File: src/rtl/race_ctrl.sv
// Game-sequencing controller: enter-key sync, per-frame collision/finish sampling and race FSM.
// Optional elapsed-time counter is built only when RACE_TIMER_EN is defined.
module race_ctrl #(
   parameter int COUNTDOWN_FRAMES  = 180,
   parameter int CRASH_HOLD_FRAMES = 120,
   parameter int FRAMES_PER_SEC    = 60,
   parameter int COLLIDE_MIN       = 4
) (
   input  logic       clk,
   input  logic       reset,
   input  logic       enter_key,
   input  logic       video_on,
   input  logic [9:0] pixel_x,
   input  logic [9:0] pixel_y,
   input  logic       car_on,
   input  logic       road_on,
   input  logic       finish_line,
   output logic       game_reset,
   output logic       pause,
   output logic       start_en,
   output logic       crash_en,
   output logic       finish_en,
   output logic [7:0] countdown,
   output logic [7:0] elapsed_sec
);

   typedef enum logic [2:0] {IDLE, COUNT, RUN, PAUSED, CRASH, FINISH} state_t;

   localparam int OFF_W = $clog2(COLLIDE_MIN + 1);
   localparam logic [OFF_W-1:0] OFF_MAX = OFF_W'(COLLIDE_MIN);
   localparam logic [15:0] CD_INIT   = 16'(COUNTDOWN_FRAMES);
   localparam logic [15:0] HOLD_INIT = 16'(CRASH_HOLD_FRAMES);

   state_t state, state_next;

   logic sync1, sync2, sync3;
   logic [1:0] valid_sr;
   logic armed, enter_p;
   logic at_frame, at_frame_d, frame_p;
   logic [OFF_W-1:0] off_cnt;
   logic fin_hit;
   logic [15:0] cd_cnt, hold_cnt;
   logic [16:0] cd_round;

   // A key held through reset must be seen low before any edge is accepted
   always_ff @(posedge clk or posedge reset) begin
      if (reset) begin
         sync1    <= 1'b0;
         sync2    <= 1'b0;
         sync3    <= 1'b0;
         valid_sr <= 2'b00;
         armed    <= 1'b0;
         enter_p  <= 1'b0;
      end else begin
         sync1    <= enter_key;
         sync2    <= sync1;
         sync3    <= sync2;
         valid_sr <= {valid_sr[0], 1'b1};
         if (valid_sr[1] && !sync2)
            armed <= 1'b1;
         enter_p  <= armed & sync2 & ~sync3;
      end
   end

   assign at_frame = (pixel_y == 10'd481) && (pixel_x == 10'd0);
   assign frame_p  = at_frame & ~at_frame_d;

   always_ff @(posedge clk or posedge reset) begin
      if (reset)
         at_frame_d <= 1'b0;
      else
         at_frame_d <= at_frame;
   end

   always_ff @(posedge clk or posedge reset) begin
      if (reset) begin
         off_cnt <= '0;
         fin_hit <= 1'b0;
      end else if (frame_p || state == PAUSED) begin
         off_cnt <= '0;
         fin_hit <= 1'b0;
      end else begin
         if (video_on && car_on && !road_on && off_cnt != OFF_MAX)
            off_cnt <= off_cnt + OFF_W'(1);
         if (video_on && car_on && finish_line)
            fin_hit <= 1'b1;
      end
   end

   always_ff @(posedge clk or posedge reset) begin
      if (reset)
         state <= IDLE;
      else
         state <= state_next;
   end

   always_comb begin
      state_next = state;
      game_reset = 1'b0;
      pause      = 1'b0;
      start_en   = 1'b0;
      crash_en   = 1'b0;
      finish_en  = 1'b0;
      case (state)
         IDLE: begin
            game_reset = 1'b1;
            pause      = 1'b1;
            start_en   = 1'b1;
            if (enter_p)
               state_next = COUNT;
         end
         COUNT: begin
            pause = 1'b1;
            if (frame_p && cd_cnt == 16'd1)
               state_next = RUN;
         end
         RUN: begin
            // Crash outranks finish, which outranks a pause request
            if (frame_p && off_cnt == OFF_MAX)
               state_next = CRASH;
            else if (frame_p && fin_hit)
               state_next = FINISH;
            else if (enter_p)
               state_next = PAUSED;
         end
         PAUSED: begin
            pause = 1'b1;
            if (enter_p)
               state_next = RUN;
         end
         CRASH: begin
            pause    = 1'b1;
            crash_en = 1'b1;
            if (enter_p && hold_cnt == 16'd0)
               state_next = IDLE;
         end
         FINISH: begin
            pause     = 1'b1;
            finish_en = 1'b1;
            if (enter_p)
               state_next = IDLE;
         end
         default: state_next = IDLE;
      endcase
   end

   always_ff @(posedge clk or posedge reset) begin
      if (reset) begin
         cd_cnt   <= '0;
         hold_cnt <= '0;
      end else begin
         if (state == IDLE && state_next == COUNT)
            cd_cnt <= CD_INIT;
         else if (state == COUNT && frame_p && cd_cnt != 16'd0)
            cd_cnt <= cd_cnt - 16'd1;
         if (state == RUN && state_next == CRASH)
            hold_cnt <= HOLD_INIT;
         else if (state == CRASH && frame_p && hold_cnt != 16'd0)
            hold_cnt <= hold_cnt - 16'd1;
      end
   end

   // Whole seconds remaining, rounded up so the display never shows 0 early
   always_comb begin
      cd_round  = {1'b0, cd_cnt} + 17'(FRAMES_PER_SEC - 1);
      countdown = 8'(cd_round / 17'(FRAMES_PER_SEC));
   end

`ifdef RACE_TIMER_EN
   localparam int SUB_W = $clog2(FRAMES_PER_SEC + 1);
   localparam logic [SUB_W-1:0] SUB_MAX = SUB_W'(FRAMES_PER_SEC - 1);

   logic [SUB_W-1:0] sub_cnt;
   logic [7:0]       sec_cnt;

   always_ff @(posedge clk or posedge reset) begin
      if (reset) begin
         sub_cnt <= '0;
         sec_cnt <= '0;
      end else if (state == IDLE && state_next == COUNT) begin
         sub_cnt <= '0;
         sec_cnt <= '0;
      end else if (state == RUN && frame_p) begin
         if (sub_cnt == SUB_MAX) begin
            sub_cnt <= '0;
            if (sec_cnt != 8'hFF)
               sec_cnt <= sec_cnt + 8'd1;
         end else begin
            sub_cnt <= sub_cnt + SUB_W'(1);
         end
      end
   end

   assign elapsed_sec = sec_cnt;
`else
   assign elapsed_sec = 8'd0;
`endif

endmodule

File: config.mk
export PLATFORM = sky130hd
export DESIGN_NAME = race_ctrl
export DESIGN_NICKNAME = d
export VERILOG_FILES = /design/src/rtl/race_ctrl.sv
export SDC_FILE = /design/constraint.sdc
export NUM_CORES = 1
export LEC_CHECK = 0
export ABC_AREA = 1
export CAP_MARGIN = 20
export CELL_PAD_IN_SITES_DETAIL_PLACEMENT = 0
export CELL_PAD_IN_SITES_GLOBAL_PLACEMENT = 1
export CORE_ASPECT_RATIO = 0.7
export CORE_MARGIN = 1
export CORE_UTILIZATION = 28
export CTS_CLUSTER_SIZE = 16
export DETAILED_ROUTE_END_ITERATION = 10
export GPL_TIMING_DRIVEN = 0
export PLACE_DENSITY = 0.72
export SKIP_CTS_REPAIR_TIMING = 1
export SLEW_MARGIN = 20
export SYNTH_ARGS = -nofsm -noshare
export SYNTH_HDL_FRONTEND = slang
export SYNTH_SLANG_ARGS = --single-unit
File: constraint.sdc
create_clock -name clk -period 5.5 [get_ports clk]
set_input_delay 1.375 -clock clk [delete_from_list [all_inputs] [get_ports clk]]
set_output_delay 1.375 -clock clk [all_outputs]
set_load 0.02 [all_outputs]
Word-level counts from Yosys, hierarchy flattened
Index checks and enable logic that the tools add are counted.
Widths: inputs -> output; s select.
- output and inout bits: 21
- flip-flop bits (word level): 47
- logic and storage cells: 83
- div/mod/pow operators: 1
- muxes and demuxes: 21
- equal/unequal tests: 11
- add/subtract/negate cells: 4
- reduce and logical (&&, ||, !) cells: 29
- bitwise operators: 5
- operators with widths (cell ; number):
    $mux 16 ; 4
    $reduce_bool 16->1 ; 2
    $sub 16x1->16 const B ; 2
    $mux 3 ; 10
    $pmux 3 s6 ; 1
    $add 16x6->17 const B ; 1
    $div 17x6->17 const B ; 1
    $eq 16x1->1 const B ; 1
    $logic_and 1x1->1 ; 16
    $logic_not 16->1 ; 1
    $eq 3x3->1 const B ; 4
    $eq 10x9->1 const B ; 1
    $logic_not 10->1 ; 1
    $reduce_bool 2->1 ; 4
    $eq 3x1->1 const B ; 2
    $eq 3x2->1 const B ; 2
    $mux 1 ; 6
    $reduce_or 5->1 ; 1
    $add 3x1->3 const B ; 1
    $and 1x1->1 ; 3
    $logic_not 3->1 ; 1
    $ne 3x3->1 const B ; 1
    $logic_not 1->1 ; 2
    $not 1->1 ; 2
    $logic_or 1x1->1 ; 1

Logic depth before layout (Yosys ltp)
- depth after elaboration: 10
- depth in mapped cells: 49
- depth with buffers taken out: 49

Worst setup path before layout
Ideal clock, no wire load.
- kind: register to output
- start point: register cd_cnt[0]
- end point: output port countdown[0]
- stages on the path, launching flop included: 46
- slack: -898 ps
- buffers on the path: 0
- data required time: 4125 ps
- data arrival time: 5023 ps
- cell sequence: dfrtp_1 -> inv_1 -> ha_1 -> inv_1 -> nand2_1 -> nand3_4 -> nand4_1 -> nand2_1 -> nor2_2 -> nand3_4 -> nand4_2 -> nand2_2 -> nand2_1 -> nand2_2 -> nor2_2 -> nand2_4 -> nand3_1 -> nand2_4 -> [... 10 more ...] -> nand2_4 -> nand2_4 -> nand2_2 -> nand2_2 -> o21bai_4 -> nand2_2 -> nand2_2 -> nor2_2 -> nand2_2 -> nand2_2 -> nand2_2 -> nand3_2 -> o21bai_2 -> nand2_1 -> nand2_1 -> nor2_1 -> nand2_1 -> nand2_1
- word-level cells in the longest chain between the ends: 2
- RTL lines (what ; RTL line ; source):
    start, declared ; 42 ; logic [15:0] cd_cnt, hold_cnt;
    start signal, assigned ; 155 ; cd_cnt <= cd_cnt - 16'd1;
    $add 16x6->17 ; 165 ; cd_round = {1'b0, cd_cnt} + 17'(FRAMES_PER_SEC - 1);
    $div 17x6->17 ; 166 ; countdown = 8'(cd_round / 17'(FRAMES_PER_SEC));
    end, declared ; 23 ; output logic [7:0] countdown,
No other way between the ends.

Worst setup path in the final report
Ends and elaborated chain as after synthesis.

==> flow_summary.ini <==
[drt]
drc_errors = 0
routed_via_density = 4.615
vias = 3960
routed_wirelength_um = 10060
wl_per_cell_um = 11.72
drt_first_pass_iters = 4
drtAntennaViolNets = 0
drtIter0Drc = 189

[setup_path]
cp_max_fo = 10
slowest_stage = dfrtp_1
arrival_ns = 5.37
worstSetupStartpointType = flip-flop
critPathBufInv = 4
slowest_delay_ns = 0.41
critPathTopFamily = simple AND/OR/NAND/NOR gates
cpMostUsedCell = nand2_4
crit_path_end_kind = primary output
worst_ep_required_time_ns = 4.12
path_class = flip-flop to primary output

[die]
die_h_um = 103.5
coreArea_mm2 = 0.01414
ios = 48
rows = 36
die-width_um = 147.0
initial_core_util_pct = 29.12
die-area_mm2 = 0.01521

[finish]
post-route-util_pct = 37.63
diodes = 0
final_nets = 699
syn_to_final_growth_pct = 29.22
layout-drive-gt1-share_pct = 22.01
nFillCells = 1493

[sta]
fin_crit_ns = 6.746
setup_viol = 5
fin_hold_ws_ns = 0.3475
worst_pin_slew_ns = 0.9530
clock_skew_ns = 0.003859
slew_headroom_pct = 36.33
report.final.hold_viol_count = 0
setup_ws_ns = -1.246
tns_ns = -4.577
max_freq_mhz = 148.2
slew_violations = 0
finalCritPeriodShare_pct = 122.7
rsz0062_at_grt = true

[synthesis]
synth_cells = 601
synth-edff-count = 0
synth_common_cells = nand2_1 (125), inv_1 (98), nor2_1 (58)
synth_cell_types = 40
async_reset_ff_share_pct = 100.0
synthFlopType = dfrtp_1
yosysMostFrequentCell = nand2_1
synth.yosys.warnings = 0
synth-seq-cells = 47
synth_area_mm2 = 0.004119
yosysTopAreaCellShare_pct = 28.55
yosysSeqAreaShare_pct = 28.55
post-synth-top-area-cell = dfrtp_1
ys_top_cells_by_area = dfrtp_1 (29%), nand2_1 (11%), inv_1 (8.9%), nor2_1 (5.3%), nand3_1 (4.9%)
avgSynthCellArea_um2 = 6.853

[outcome]
violations = setup timing
status = complete, but fails checks

[clock_tree]
cts_root_buf = clkbuf_16
tritoncts = yes
htreeDepth = 2
clk_pin_slew_ns = 0.06
clock_latency_ns = 0.29
cts_buffers = 5
clockBufferDepth = 2
cts.sinks = 47

[grt]
grt_pass1_vias = 3564
gr-total-overflow = 0
grt_pass1_wl_um = 16590
grt_usage_pct = 13.39
antenna_found_initial = 0
grt_max_degree = 26

[run]
max_cap_viol_count = 0

[placement]
dp_hpwl_um = 7897
place_congestion = 0.8441
io_buffers = 39

[power_and_ir_drop]
fin_total_pwr_mw = 1.029
power_density_mw_per_mm2 = 193.3
ir_worst_vdd_mv = 0.1931
p_leak_nw = 2.512

[worst_hold_path]
worst_hold_path_type = flip-flop to flip-flop
where the power goes:
group	switching, mW	leakage [nW]	total [mW]	internal (mW)
Clock	0.136	0.0838	0.350	0.215
Sequential	0.0171	0.584	0.383	0.366
Combinational	0.168	1.84	0.296	0.127
Total	0.321	2.51	1.03	0.708
cell usage in the layout, fill, tap and decap left out, types with 2 or more instances in the layout:
| cell | instances |
|---|---|
| nand2_1 | 116 |
| inv_1 | 94 |
| nor2_1 | 57 |
| dfrtp_1 | 47 |
| clkdlybuf4s50_1 | 37 |
| nand3_1 | 34 |
| buf_4 | 24 |
| nand2_4 | 21 |
| nand4_1 | 20 |
| nand2_2 | 19 |
| o21ai_0 | 18 |
| a21oi_1 | 18 |
| nor3_1 | 15 |
| xor2_1 | 15 |
| inv_2 | 11 |
| nor2_4 | 10 |
| o21ai_2 | 10 |
| nor4_1 | 9 |
| nand3_4 | 9 |
| nand3_2 | 9 |
| conb_1 | 9 |
| o21ai_1 | 8 |
| or2_2 | 7 |
| o21bai_4 | 6 |
| clkbuf_16 | 5 |
| nor2_2 | 4 |
| nand3b_1 | 4 |
| ha_1 | 4 |
| o211ai_1 | 3 |
| o21ai_4 | 3 |
| xnor2_1 | 3 |
| buf_2 | 2 |
| o21bai_1 | 2 |
layout make-up:
| class | count | area, µm² | area share [%] |
|---|---|---|---|
| repair buffers | 52 | 495.5 | 9.309 |
| clock buffers | 5 | 125.1 | 2.351 |
| plain buffers | 13 | 88.84 | 1.669 |
| clock inverters | 3 | 43.79 | 0.8228 |
| well taps | 190 | 237.7 | 4.466 |
| multi-input cells | 443 | 2761 | 51.88 |
| inverters | 105 | 394.1 | 7.405 |
| flip-flops and latches | 47 | 1176 | 22.10 |
registers in the layout (all words and copies together), names as in the netlist, 2 cells and up:
register	flops
cd_cnt	16
hold_cnt	16
off_cnt	3
state	3
valid_sr	2
stage by stage:
stage               area (µm²)  setup slack (ns)  std cells
floorplan                 4264           -0.7685        608
global placement          4892            -1.422        837
detailed placement        4912            -1.509        838
CTS                       5081            -1.856        846
finish                    5323            -1.246        858
global route              5323            -1.730        858
path summary, 6_finish.rpt:
kind                            slack, ns        start  depth (start not counted)           end
worst max-delay path                -1.25    cd_cnt[0]                         44  countdown[0]
worst min-delay path                 0.35  valid_sr[0]                          0   valid_sr[1]
worst max register to register       2.47  hold_cnt[0]                         15  hold_cnt[13]
worst min register to register       0.35  valid_sr[0]                          0   valid_sr[1]
max in group asynchronous            3.49        reset                          3    off_cnt[1]
min in group asynchronous            1.47        reset                          2    cd_cnt[13]
worst register-to-register path: cells and delay by family, from the launching register on:
family / cells / cell delay, ns
and+or+nand+nor: 10 / 1.88
buffers and inverters: 3 / 0.38
DFF: 1 / 0.35
adders and majority gates: 1 / 0.24
AOI/OAI and AO/OA: 1 / 0.12
cell families (layout without fill, tap and decap cells):
| family | after synthesis | in the layout | share of synthesized area (%) |
|---|---|---|---|
| DFF | 47 | 47 | 28.55 |
| AOI/OAI and AO/OA | 72 | 72 | 11.30 |
| and+or+nand+nor | 339 | 339 | 42.89 |
| adders and majority gates | 5 | 5 | 1.519 |
| xor gates and xnor gates | 18 | 18 | 3.828 |
| other | 2 | 9 | 0.1823 |
| buffers and inverters | 118 | 178 | 11.73 |
per-layer routing:
metal,GRT usage (%),wire [µm],up-vias
li1,-,-,2059
met1,19.15,5152,1826
met2,20.89,4376,66
met3,2.237,375,9
met4,3.727,151,0
met5,0,0,-
No activity file was read; power rests on OpenSTA's default activity.
